$ cat src/rtl/imm_gen_stage.sv
// imm_gen_stage: registered RV32I/RV64I immediate decode stage with a 2-entry skid buffer.
// Optional CSR immediate (Z format) decode is enabled by defining IMM_GEN_STAGE_CSR_EN.
module imm_gen_stage #(
    parameter int XLEN         = 32,
    parameter bit ILLEGAL_ZERO = 1'b1
) (
    input  logic            clk,
    input  logic            rst_n,
    input  logic            flush,
    input  logic            in_valid,
    output logic            in_ready,
    input  logic [31:0]     in_inst,
    output logic            out_valid,
    input  logic            out_ready,
    output logic [31:0]     out_inst,
    output logic [XLEN-1:0] out_imm,
    output logic [2:0]      out_fmt,
    output logic            out_illegal
);
    if (XLEN != 32 && XLEN != 64) begin : g_bad_xlen
        $error("imm_gen_stage: XLEN must be 32 or 64");
    end

    localparam logic [6:0] OP_LOAD   = 7'b0000011;
    localparam logic [6:0] OP_IMM    = 7'b0010011;
    localparam logic [6:0] OP_AUIPC  = 7'b0010111;
    localparam logic [6:0] OP_STORE  = 7'b0100011;
    localparam logic [6:0] OP_OP     = 7'b0110011;
    localparam logic [6:0] OP_LUI    = 7'b0110111;
    localparam logic [6:0] OP_BRANCH = 7'b1100011;
    localparam logic [6:0] OP_JALR   = 7'b1100111;
    localparam logic [6:0] OP_JAL    = 7'b1101111;
    localparam logic [6:0] OP_SYSTEM = 7'b1110011;

    logic signed [31:0] imm_s;
    logic [XLEN-1:0]    dec_imm;
    logic [2:0]         dec_fmt;
    logic               dec_ill;

    logic               skid_valid;
    logic [31:0]        skid_inst;
    logic [XLEN-1:0]    skid_imm;
    logic [2:0]         skid_fmt;
    logic               skid_ill;

    // Decode the incoming word; every RV immediate fits a signed 32-bit value, widened to XLEN at the end.
    always_comb begin
        imm_s   = '0;
        dec_fmt = 3'd0;
        dec_ill = 1'b0;
        case (in_inst[6:0])
            OP_OP: dec_fmt = 3'd0;
            OP_IMM, OP_LOAD, OP_JALR: begin
                dec_fmt = 3'd1;
                imm_s   = {{20{in_inst[31]}}, in_inst[31:20]};
            end
            OP_STORE: begin
                dec_fmt = 3'd2;
                imm_s   = {{20{in_inst[31]}}, in_inst[31:25], in_inst[11:7]};
            end
            OP_BRANCH: begin
                dec_fmt = 3'd3;
                imm_s   = {{19{in_inst[31]}}, in_inst[31], in_inst[7], in_inst[30:25], in_inst[11:8], 1'b0};
            end
            OP_LUI, OP_AUIPC: begin
                dec_fmt = 3'd4;
                imm_s   = {in_inst[31:12], 12'b0};
            end
            OP_JAL: begin
                dec_fmt = 3'd5;
                imm_s   = {{11{in_inst[31]}}, in_inst[31], in_inst[19:12], in_inst[20], in_inst[30:21], 1'b0};
            end
            OP_SYSTEM: begin
`ifdef IMM_GEN_STAGE_CSR_EN
                dec_fmt = in_inst[14] ? 3'd6 : 3'd0;
                imm_s   = in_inst[14] ? {27'b0, in_inst[19:15]} : 32'sd0;
`else
                dec_fmt = 3'd0;
`endif
            end
            default: dec_ill = 1'b1;
        endcase
        dec_imm = (dec_ill && !ILLEGAL_ZERO) ? {XLEN{1'bx}} : XLEN'(imm_s);
    end

    // Output register plus skid entry; in_ready drops only while the skid entry is occupied.
    always_ff @(posedge clk or negedge rst_n) begin
        if (!rst_n) begin
            out_valid   <= 1'b0;
            out_inst    <= '0;
            out_imm     <= '0;
            out_fmt     <= '0;
            out_illegal <= 1'b0;
            skid_valid  <= 1'b0;
            skid_inst   <= '0;
            skid_imm    <= '0;
            skid_fmt    <= '0;
            skid_ill    <= 1'b0;
            in_ready    <= 1'b1;
        end else if (flush) begin
            out_valid  <= 1'b0;
            skid_valid <= 1'b0;
            in_ready   <= 1'b1;
        end else if (skid_valid) begin
            if (out_ready) begin
                out_inst    <= skid_inst;
                out_imm     <= skid_imm;
                out_fmt     <= skid_fmt;
                out_illegal <= skid_ill;
                skid_valid  <= 1'b0;
                in_ready    <= 1'b1;
            end
        end else if (in_valid && in_ready) begin
            if (!out_valid || out_ready) begin
                out_valid   <= 1'b1;
                out_inst    <= in_inst;
                out_imm     <= dec_imm;
                out_fmt     <= dec_fmt;
                out_illegal <= dec_ill;
            end else begin
                skid_valid <= 1'b1;
                skid_inst  <= in_inst;
                skid_imm   <= dec_imm;
                skid_fmt   <= dec_fmt;
                skid_ill   <= dec_ill;
                in_ready   <= 1'b0;
            end
        end else if (out_ready) begin
            out_valid <= 1'b0;
        end
    end
endmodule

$ cat config.mk
export PLATFORM = sky130hd
export DESIGN_NAME = imm_gen_stage
export DESIGN_NICKNAME = d
export VERILOG_FILES = /design/src/rtl/imm_gen_stage.sv
export SDC_FILE = /design/constraint.sdc
export NUM_CORES = 1
export LEC_CHECK = 0
export BUFFER_PORTS_ARGS = -buffer_cell sky130_fd_sc_hd__clkbuf_2
export CAP_MARGIN = 5
export CORE_MARGIN = 2
export CORE_UTILIZATION = 30
export CTS_BUF_LIST = sky130_fd_sc_hd__clkbuf_4 sky130_fd_sc_hd__clkbuf_8
export DETAILED_ROUTE_END_ITERATION = 16
export HOLD_SLACK_MARGIN = 0.12
export PLACE_DENSITY_LB_ADDON = 0.05
export REMOVE_ABC_BUFFERS = 1
export SLEW_MARGIN = 20
export SYNTH_ARGS = -nofsm -noshare
export SYNTH_HDL_FRONTEND = slang
export SYNTH_SLANG_ARGS = --single-unit
$ cat constraint.sdc
create_clock -name clk -period 1.9 [get_ports clk]
set_clock_uncertainty 0.05 [all_clocks]
set_input_delay 0 -clock clk [delete_from_list [all_inputs] [get_ports clk]]
set_output_delay 0 -clock clk [all_outputs]
set_load 0.01 [all_outputs]
==> key figures, run 1 <==
Clock network
  • Resized cells post-CTS: 0
  • Maximum clock path buffer count: 2
  • Total CTS buffers: 17
  • CTS tree: yes
  • Clk_lat worst skew: 0.45 ns
  • CTS root buf: clkbuf_8
  • Clock Pin Slew Worst Setup and Hold Paths: 0.08 ns
  • H-tree depth: 4
  • # clock sinks: 139

Drt
  • Highest metal used: met4
  • Met1 wire length: 8240 um
  • DR WL/cell: 16.1 um
  • Routed wl met2: 8360 um
  • Number of iterations in the first detailed-routing pass: 4
  • Antenna viol nets, final: 0
  • Met3 routed WL: 628 um
  • Drt via density: 4.74
  • Vias: 5119
  • Final WL: 17400 um
  • DR DRC count: 0
  • Starting DRC count in detailed routing: 273

Status
  • Status: complete, no violations

Global routing
  • First-pass GRT wire length: 29000 um
  • Grt total ovfl: 0
  • Largest net degree at the start of global routing: 67
  • GRT Resource Usage Total: 17.1%
  • Vias in the first global route: 5353
  • Initial antenna violation count: 0

Place
  • GPL Wtd Cong: 0.731
  • Post-DP HPWL: 11000 um
  • Placed cells: 1009
  • Port Buf Inserts: 106

STA
  • Final Hold Viols: 0
  • Hold Worst Slack: 0.259 ns
  • Slew Viols, Final: 0
  • Headroom to the max-slew limit: 58.8%
  • Actual slew at the worst max-slew pin: 0.617 ns
  • Tmin final: 1.77 ns
  • Max Fclk: 564 MHz
  • Final period util: 93.3%
  • Final setup fails: 0
  • RSZ-0062 raised after global routing: false

Pwr
  • P_int: 5670 uW
  • PD cells: 1020 nW/um^2
  • Clock power share: 33.1%
  • Total power: 8040 uW
  • Switching part of the total: 29.4%
  • Peak supply drop: 0.000441 V
  • Switching pwr: 2360 uW
  • Gate power share: 18.3%
  • Sequential fraction of design power: 48.6%
  • Leak pwr: 0.00372 uW

Finish
  • Most common cell after layout, fill and taps aside: nand2_1
  • Filler instances: 2037
  • Multi-input gate area: 2430 um^2
  • Area delta synth->final: 28.6%
  • Most frequent cells in the layout: 192 x nand2_1, 137 x dfrtp_1, 105 x clkbuf_2
  • Ant diodes: 0
  • NumNets Final: 833
  • Layout Cells excl Fill: 1079
  • Reg area: 3480 um^2
  • Share of layout cells above drive strength 1: 22.0%

Floorplan
  • DIE WIDTH: 147 um
  • Top Ports: 107
  • Die footprint: 21600 um^2
  • Starting density of the core: 30.4%
  • FP Rows: 52
  • Die H: 147 um
  • Core area: 20100 um^2

Yosys
  • Share of the synthesized area in the top cell type: 56.4%
  • Cell taking the most area after synthesis: dfrtp_1
  • EDFF count, synth: 0
  • Mapped Area: 6120 um^2
  • Prevailing post-synth register cell: dfrtp_1
  • Mean Syn Cell Area: 9.39 um^2
  • Cell variety after synth: 41
  • Register area share after synthesis: 56.9%
  • Post-synth ARST share: 100%
  • Synth area leaders: dfrtp_1 56%, nand2_1 12%, o21ai_0 6.1%
  • FF+latch count, synth: 139
  • Synth warnings: 0
  • Mapped Cells: 652

Min path
  • Worst Hold Class: in -> reg
  • Hold Path Stages: 4

Critical path
  • Reg2Reg Depth: 5
  • Crit. End Element: flip-flop
  • Critical path data required time: 2.18 ns
  • CP arrival: 2.05 ns
  • Setup CP Type: reg -> reg
  • CP startpoint kind: flip-flop
  • CP Max Fanout: 38

Job
  • Max Cap Viol: 0
-- metrics by stage --
step                      setup slack, ns  area [um^2]  util [%]  setup TNS (ns)
after global placement              0.178         7050      35.1               0
after detailed placement            0.146         7050      35.1               0
final                               0.128         7870      39.2               0
after global routing               0.0173         7870      39.2               0
after CTS                           0.119         7870      39.2               0
after floorplan                     -2.32         5900         -         -199.76
-- state kept, by name (all words and copies together), names as in the netlist, 3 cells and up --
| signal | count |
|---|---|
| out_imm | 32 |
| out_inst | 32 |
| skid_fmt | 3 |
| skid_imm | 32 |
| skid_inst | 32 |
| out_fmt | 3 |
-- layer usage --
metal / up-vias / track usage [%]
met5: - / 0
met4: 0 / 4.90
met3: 17 / 3.51
met2: 91 / 28.4
met1: 2510 / 22.7
li1: 2501 / -
-- cell usage after synthesis, drive strengths merged (4+ instances only) --
| cell type | n |
|---|---|
| buf | 27 |
| o22ai | 4 |
| o21ai | 78 |
| inv | 4 |
| nor3 | 8 |
| nand2 | 192 |
| nand3 | 16 |
| a21oi | 39 |
| o211ai | 4 |
| mux2i | 33 |
| a22oi | 23 |
| dfrtp | 138 |
| clkbuf | 19 |
| nor2 | 34 |
-- worst paths after layout --
kind	endpoint	start	slack, ns
max	out_imm[18]$_DFFE_PN0P_	skid_valid$_DFF_PN0_	0.13
max in group asynchronous	skid_imm[7]$_DFFE_PN0P_	rst_n	0.54
max reg2reg	out_imm[18]$_DFFE_PN0P_	skid_valid$_DFF_PN0_	0.13
min in group asynchronous	skid_inst[15]$_DFFE_PN0P_	rst_n	0.58
min	skid_inst[12]$_DFFE_PN0P_	in_inst[12]	0.26
min reg2reg	skid_fmt[0]$_DFFE_PN0P_	skid_fmt[0]$_DFFE_PN0P_	0.42
-- worst max-delay path, cell delays in order (launching register included) --
cell	delay, ns
dfrtp_2	0.40
buf_4	0.52
inv_1	0.13
buf_4	0.24
o21ai_0	0.21
a22oi_1	0.09
-- final cells by class --
cell class | count | share of cell area, %
multi-input combinational | 463 | 30.8
inverter | 4 | 0.191
tap | 270 | 4.29
timing repair buffer | 171 | 14.9
clock inverter | 9 | 1.73
clock buffer | 23 | 3.86
sequential | 139 | 44.2
-- logic make-up after synthesis --
logic type             share of synthesized area, %
flip-flops                                     56.9
AO/OA/AOI/OAI                                  15.3
AND/OR/NAND/NOR                                18.4
buffers and inverters                          3.84
multiplexers                                   5.58
-- power by group through the flow --
stage	Sequential, uW	Clock (uW)	Combinational [uW]
after floorplan	4030	0	636
after global placement	3950	0	1400
after detailed placement	3970	0	1440
after CTS	3920	2770	1510
after global routing	3990	2890	1690
final	3910	2660	1470
-- timing repair --
| action | in CTS | in global routing |
|---|---|---|
| buffers inserted | 0 | 0 |
| hold endpoints to repair | 274 | 0 |
| hold buffers | 38 | 0 |
(Power assumes the default switching activity.)
==> run 2, diff against run 1 <==
Clock period 1.9 ns to 2.22 ns, I/O delays scaled along.
==> run 2 against run 1 <==
  * First-iteration DRC count did not move
  * Non-clock buffer count did not move
  * Die area did not move
  * Flip-flop and latch count did not move
  * Utilization rose by 0.26 points
  * Worst hold slack got worse by 0.068 ns
  * Combinational power fell by 14%
  * Clock-buffer cell count fell by 4
  * Global-route usage rose by 0.19 points
  * Power fell by 12%
  * Sequential power fell by 14%
  * Critical path type is now in -> reg
  * Largest power group unchanged
==> key figures, run 2 (synthesized netlist as in run 1, its figures left out) <==
Pwr
  • Total power: 7050 uW
  • Switching pwr: 2050 uW
  • Sequential fraction of design power: 47.5%
  • P_int: 5000 uW
  • Gate power share: 17.9%
  • Switching part of the total: 29.0%
  • Peak supply drop: 0.000392 V
  • Leak pwr: 0.00373 uW
  • Clock power share: 34.6%
  • PD cells: 890 nW/um^2

Drt
  • DR WL/cell: 16.4 um
  • DR DRC count: 0
  • Drt via density: 4.84
  • Number of iterations in the first detailed-routing pass: 5
  • Starting DRC count in detailed routing: 273
  • Antenna viol nets, final: 0
  • Final WL: 17700 um
  • Vias: 5224

Finish
  • Filler instances: 2042
  • Layout Cells excl Fill: 1079
  • Most common cell after layout, fill and taps aside: nand2_1
  • Area delta synth->final: 29.5%
  • Share of layout cells above drive strength 1: 21.8%
  • Multi-input gate area: 2430 um^2
  • Ant diodes: 0
  • NumNets Final: 833
  • Most frequent cells in the layout: 192 x nand2_1, 137 x dfrtp_1, 105 x clkbuf_2
  • Reg area: 3480 um^2

Global routing
  • Grt total ovfl: 0
  • First-pass GRT wire length: 29300 um
  • Largest net degree at the start of global routing: 72
  • Initial antenna violation count: 0
  • Vias in the first global route: 5360
  • GRT Resource Usage Total: 17.3%

Place
  • Post-DP HPWL: 11000 um
  • GPL Wtd Cong: 0.737
  • Placed cells: 1006
  • Port Buf Inserts: 106

Floorplan
  • Core area: 20100 um^2
  • Die footprint: 21600 um^2
  • Top Ports: 107
  • DIE WIDTH: 147 um
  • FP Rows: 52
  • Starting density of the core: 30.4%
  • Die H: 147 um

Clock network
  • H-tree depth: 4
  • Clk_lat worst skew: 0.43 ns
  • Maximum clock path buffer count: 2
  • CTS tree: yes
  • Total CTS buffers: 17
  • Clock Pin Slew Worst Setup and Hold Paths: 0.08 ns
  • # clock sinks: 139
  • Postcts setup bufs: 0
  • CTS root buf: clkbuf_8

Critical path
  • Reg2Reg Depth: 5
  • Critical path's slowest cell: dlygate4sd3_1
  • Critical-path cell list: dlygate4sd3_1 > clkbuf_2 > nand4bb_2 > dlygate4sd3_1 > nor3b_4 > a32oi_1 > o21ai_0
  • CP Max Fanout: 7
  • CP arrival: 2.38 ns
  • Critical path data required time: 2.52 ns
  • Reg2reg start: in_ready$_DFFE_PN1P_
  • Most common cell on crit path: dlygate4sd3_1
  • R2r setup slk: 0.43 ns
  • Largest stage delay, worst path: 0.65 ns
  • Reg2reg end: skid_imm[11]$_DFFE_PN0P_
  • CP startpoint kind: input pin
  • Setup CP Type: in -> reg
  • Crit. End Element: flip-flop

STA
  • Hold Worst Slack: 0.191 ns
  • Actual slew at the worst max-slew pin: 0.540 ns
  • Slew Viols, Final: 0
  • Headroom to the max-slew limit: 64.0%
  • Final period util: 93.8%
  • RSZ-0062 raised after global routing: false
  • Tmin final: 2.08 ns
  • Max Fclk: 480 MHz
  • Final Hold Viols: 0
  • Final setup fails: 0

Status
  • Status: complete, no violations

Min path
  • Worst Hold Class: in -> reg
  • Hold Path Stages: 4
  • Hold_sp: in_inst[3]
  • WHS Endpoint: out_illegal$_DFFE_PN0P_

Job
  • Max Cap Viol: 0
## run 2: per-stage QoR
stage / util [%] / setup WS [ns] / cell area, um^2 / TNS, ns
2_1_floorplan: - / -2.00 / 5900 / -155.91
3_3_place_gp: 34.9 / 0.471 / 7020 / 0
3_5_place_dp: 34.9 / 0.418 / 7020 / 0
4_1_cts: 39.4 / 0.0681 / 7920 / 0
5_1_grt: 39.4 / 0.0107 / 7920 / 0
6_report: 39.4 / 0.138 / 7920 / 0
## run 2: worst max-delay path, delay by kind of cell
kind	cells	cell delay, ns
AOI/OAI and AO/OA	2	0.38
buffers and inverters	3	1.39
and+or+nand+nor	2	0.60
## run 2: what timing repair did
action | CTS | global route
hold buffers | 41 | 0
setup endpoints to repair | 0 | 10
gates resized for setup | 0 | 1
endpoints found under the hold margin | 275 | 0
## run 2: final cells by class
type                    count  area share, %
inverters                   4          0.189
multi-input cells         463           30.7
repair buffers            171           14.9
clock inverters            13           2.68
flip-flops and latches    139           43.9
well taps                 270           4.26
clock buffers              19           3.30
## run 2: how the worst max path moves through the flow
| stage | depth (start not counted) | to | from | slack (ns) |
|---|---|---|---|---|
| after floorplan | 4 | skid_ill$_DFFE_PN0P_ | skid_valid$_DFF_PN0_ | -2.00 |
| after global placement | 5 | skid_imm[31]$_DFFE_PN0P_ | in_ready$_DFFE_PN1P_ | 0.47 |
| after detailed placement | 5 | skid_imm[4]$_DFFE_PN0P_ | in_ready$_DFFE_PN1P_ | 0.42 |
| after CTS | 7 | skid_imm[0]$_DFFE_PN0P_ | in_inst[1] | 0.07 |
| after global routing | 7 | skid_imm[0]$_DFFE_PN0P_ | in_inst[1] | 0.01 |
| final | 7 | skid_imm[0]$_DFFE_PN0P_ | in_inst[1] | 0.14 |
## run 2: layer usage
layer	track usage, %	vias up	wire (um)
met3	3.17	7	571
li1	-	2508	-
met4	4.95	0	169
met5	0	-	0
met2	28.4	108	8390
met1	23.4	2601	8580
## run 2: power by group through the flow
stage	Combinational [uW]	Sequential, uW	Clock, uW
after floorplan	544	3450	0
after global placement	1190	3390	0
after detailed placement	1220	3400	0
after CTS	1290	3350	2530
after global routing	1440	3430	2640
final	1260	3350	2440
==> run 3, diff against run 2 <==
Settings changed: BUFFER_PORTS_ARGS -buffer_cell sky130_fd_sc_hd__clkbuf_2 to not set, DONT_BUFFER_PORTS set to 1.
==> run 3 against run 2 <==
  * The flow now finishes with violations (hold timing)
  * Clock power shrank 8.2%
  * Setup slack better by 0.12 ns
  * Via count decreased by 7.9%
  * Worst hold slack got worse by 1.0 ns
  * Register-to-register slack got worse by 0.17 ns
  * Sequential share of layout area is 4.1 points higher
  * Flip-flop and latch count is the same
  * Combinational power is 36% lower
  * Fmax grew 6.1%
  * Largest power group unchanged
  * Highest routed layer unchanged
==> key figures, run 3 (synthesized netlist as in run 1, its figures left out) <==
Floorplan
  • Core area: 20100 um^2
  • Die footprint: 21600 um^2
  • Die H: 147 um
  • Top Ports: 107
  • DIE WIDTH: 147 um
  • Starting density of the core: 30.4%
  • FP Rows: 52

Finish
  • Final instance area: 7240 um^2
  • Most common cell after layout, fill and taps aside: nand2_1
  • Area delta synth->final: 18.3%
  • Reg area: 3480 um^2
  • Most frequent cells in the layout: 192 x nand2_1, 137 x dfrtp_1, 74 x o21ai_0
  • Filler instances: 2039
  • NumNets Final: 719
  • Share of layout cells above drive strength 1: 9.37%
  • Multi-input gate area: 2430 um^2
  • Ant diodes: 0

STA
  • Actual slew at the worst max-slew pin: 0.787 ns
  • Tmin final: 1.96 ns
  • PnR worst setup slack: 0.258 ns
  • RSZ-0062 raised after global routing: false
  • Final Hold Viols: 139
  • Final setup fails: 0
  • Max Fclk: 510 MHz
  • Hold Worst Slack: -0.805 ns
  • Slew Viols, Final: 0
  • Fin Setup TNS: 0 ns
  • Final period util: 88.4%
  • Headroom to the max-slew limit: 47.4%

Critical path
  • Reg2reg end: out_imm[30]$_DFFE_PN0P_
  • CP startpoint kind: input pin
  • Critical path's slowest cell: o32ai_1
  • Critical-path cell list: dlygate4sd3_1 > nand4bb_2 > o32ai_1 > a22oi_1 > o21ai_0
  • Reg2reg start: skid_valid$_DFF_PN0_
  • Crit. End Element: flip-flop
  • Setup CP Type: in -> reg
  • CP arrival: 2.27 ns
  • CP bufs+invs: 1
  • CP Max Fanout: 10
  • Delay-heaviest family, CP: compound AO/OA/AOI/OAI gates
  • R2r setup slk: 0.26 ns
  • Critical path data required time: 2.53 ns
  • Reg2Reg Depth: 5
  • Largest stage delay, worst path: 0.72 ns

Status
  • Status: complete, but fails checks
  • Failing checks: hold timing

Clock network
  • Clock Pin Slew Worst Setup and Hold Paths: 0.08 ns
  • Cts hold-fix bufs: 36
  • # clock sinks: 139
  • Total CTS buffers: 17
  • Maximum clock path buffer count: 2
  • H-tree depth: 4
  • CTS root buf: clkbuf_8
  • Postcts setup bufs: 0
  • Clk_lat worst skew: 0.45 ns
  • CTS tree: yes
  • Resized cells post-CTS: 0

Pwr
  • Leak pwr: 0.00321 uW
  • Total power: 6550 uW
  • Peak supply drop: 0.000351 V
  • PD cells: 905 nW/um^2

Drt
  • Starting DRC count in detailed routing: 236
  • Number of iterations in the first detailed-routing pass: 4
  • Antenna viol nets, final: 0
  • Final WL: 17700 um
  • Vias: 4810
  • DR DRC count: 0
  • DR WL/cell: 18.4 um
  • Drt via density: 4.99

Global routing
  • GRT Resource Usage Total: 17.1%
  • First-pass GRT wire length: 28800 um
  • Initial antenna violation count: 0
  • Largest net degree at the start of global routing: 140
  • Grt total ovfl: 0
  • Vias in the first global route: 4977

Place
  • Port Buf Inserts: 0
  • Pre-CTS worst setup slack: 0.262 ns
  • Post-DP HPWL: 10500 um
  • DP Area: 6460 um^2
  • GPL Wtd Cong: 0.732

Job
  • Max Cap Viol: 0

Min path
  • Worst Hold Class: in -> async
[run 3: metrics by stage]
stage,utilization [%],hold WS [ns],std cells
6_report,36.0,-0.805,964
5_1_grt,36.0,-0.849,964
4_1_cts,36.0,-0.847,964
3_5_place_dp,32.1,-0.341,897
3_3_place_gp,32.1,-0.339,897
2_1_floorplan,-,-0.346,606
[run 3: worst reg2reg max path: stages, from the launching register on]
cell and delay [ns]:
dfrtp_2 0.43, buf_4 0.24, inv_1 0.57, buf_4 0.30
o21ai_0 0.11, a22oi_1 0.18
[run 3: how the worst max path moves through the flow]
| stage | startpoint | to | cells after the start | slack (ns) |
|---|---|---|---|---|
| 2_1_floorplan | skid_valid$_DFF_PN0_ | skid_ill$_DFFE_PN0P_ | 4 | -2.00 |
| 3_3_place_gp | skid_valid$_DFF_PN0_ | out_imm[30]$_DFFE_PN0P_ | 5 | 0.29 |
| 3_5_place_dp | out_valid$_DFFE_PN0P_ | out_inst[28]$_DFFE_PN0P_ | 5 | 0.26 |
| 4_1_cts | in_ready$_DFFE_PN1P_ | out_imm[31]$_DFFE_PN0P_ | 5 | 0.25 |
| 5_1_grt | in_inst[2] | skid_imm[4]$_DFFE_PN0P_ | 5 | 0.09 |
| 6_report | in_inst[2] | skid_imm[4]$_DFFE_PN0P_ | 5 | 0.26 |
[run 3: where the power goes]
part / switching (uW) / internal (uW)
Clock: 1030 / 1210
Sequential: 454 / 3050
Combinational: 446 / 356
[run 3: per-layer routing]
metal | part of all wire, % | wire [um] | vias to the layer above | global-route usage, %
li1 | - | - | 2279 | -
met1 | 45 | 8010 | 2401 | 22.2
met2 | 47 | 8410 | 114 | 27.4
met3 | 6.0 | 1070 | 16 | 5.22
met4 | 1.4 | 247 | 0 | 5.29
met5 | 0 | 0 | - | 0
[run 3: cell type report]
| cell class | count | share of cell area, % |
|---|---|---|
| tap | 270 | 4.67 |
| clock inverter | 10 | 1.95 |
| inverter | 4 | 0.207 |
| clock buffer | 21 | 3.91 |
| multi-input combinational | 463 | 33.5 |
| sequential | 139 | 48.1 |
| timing repair buffer | 57 | 7.67 |
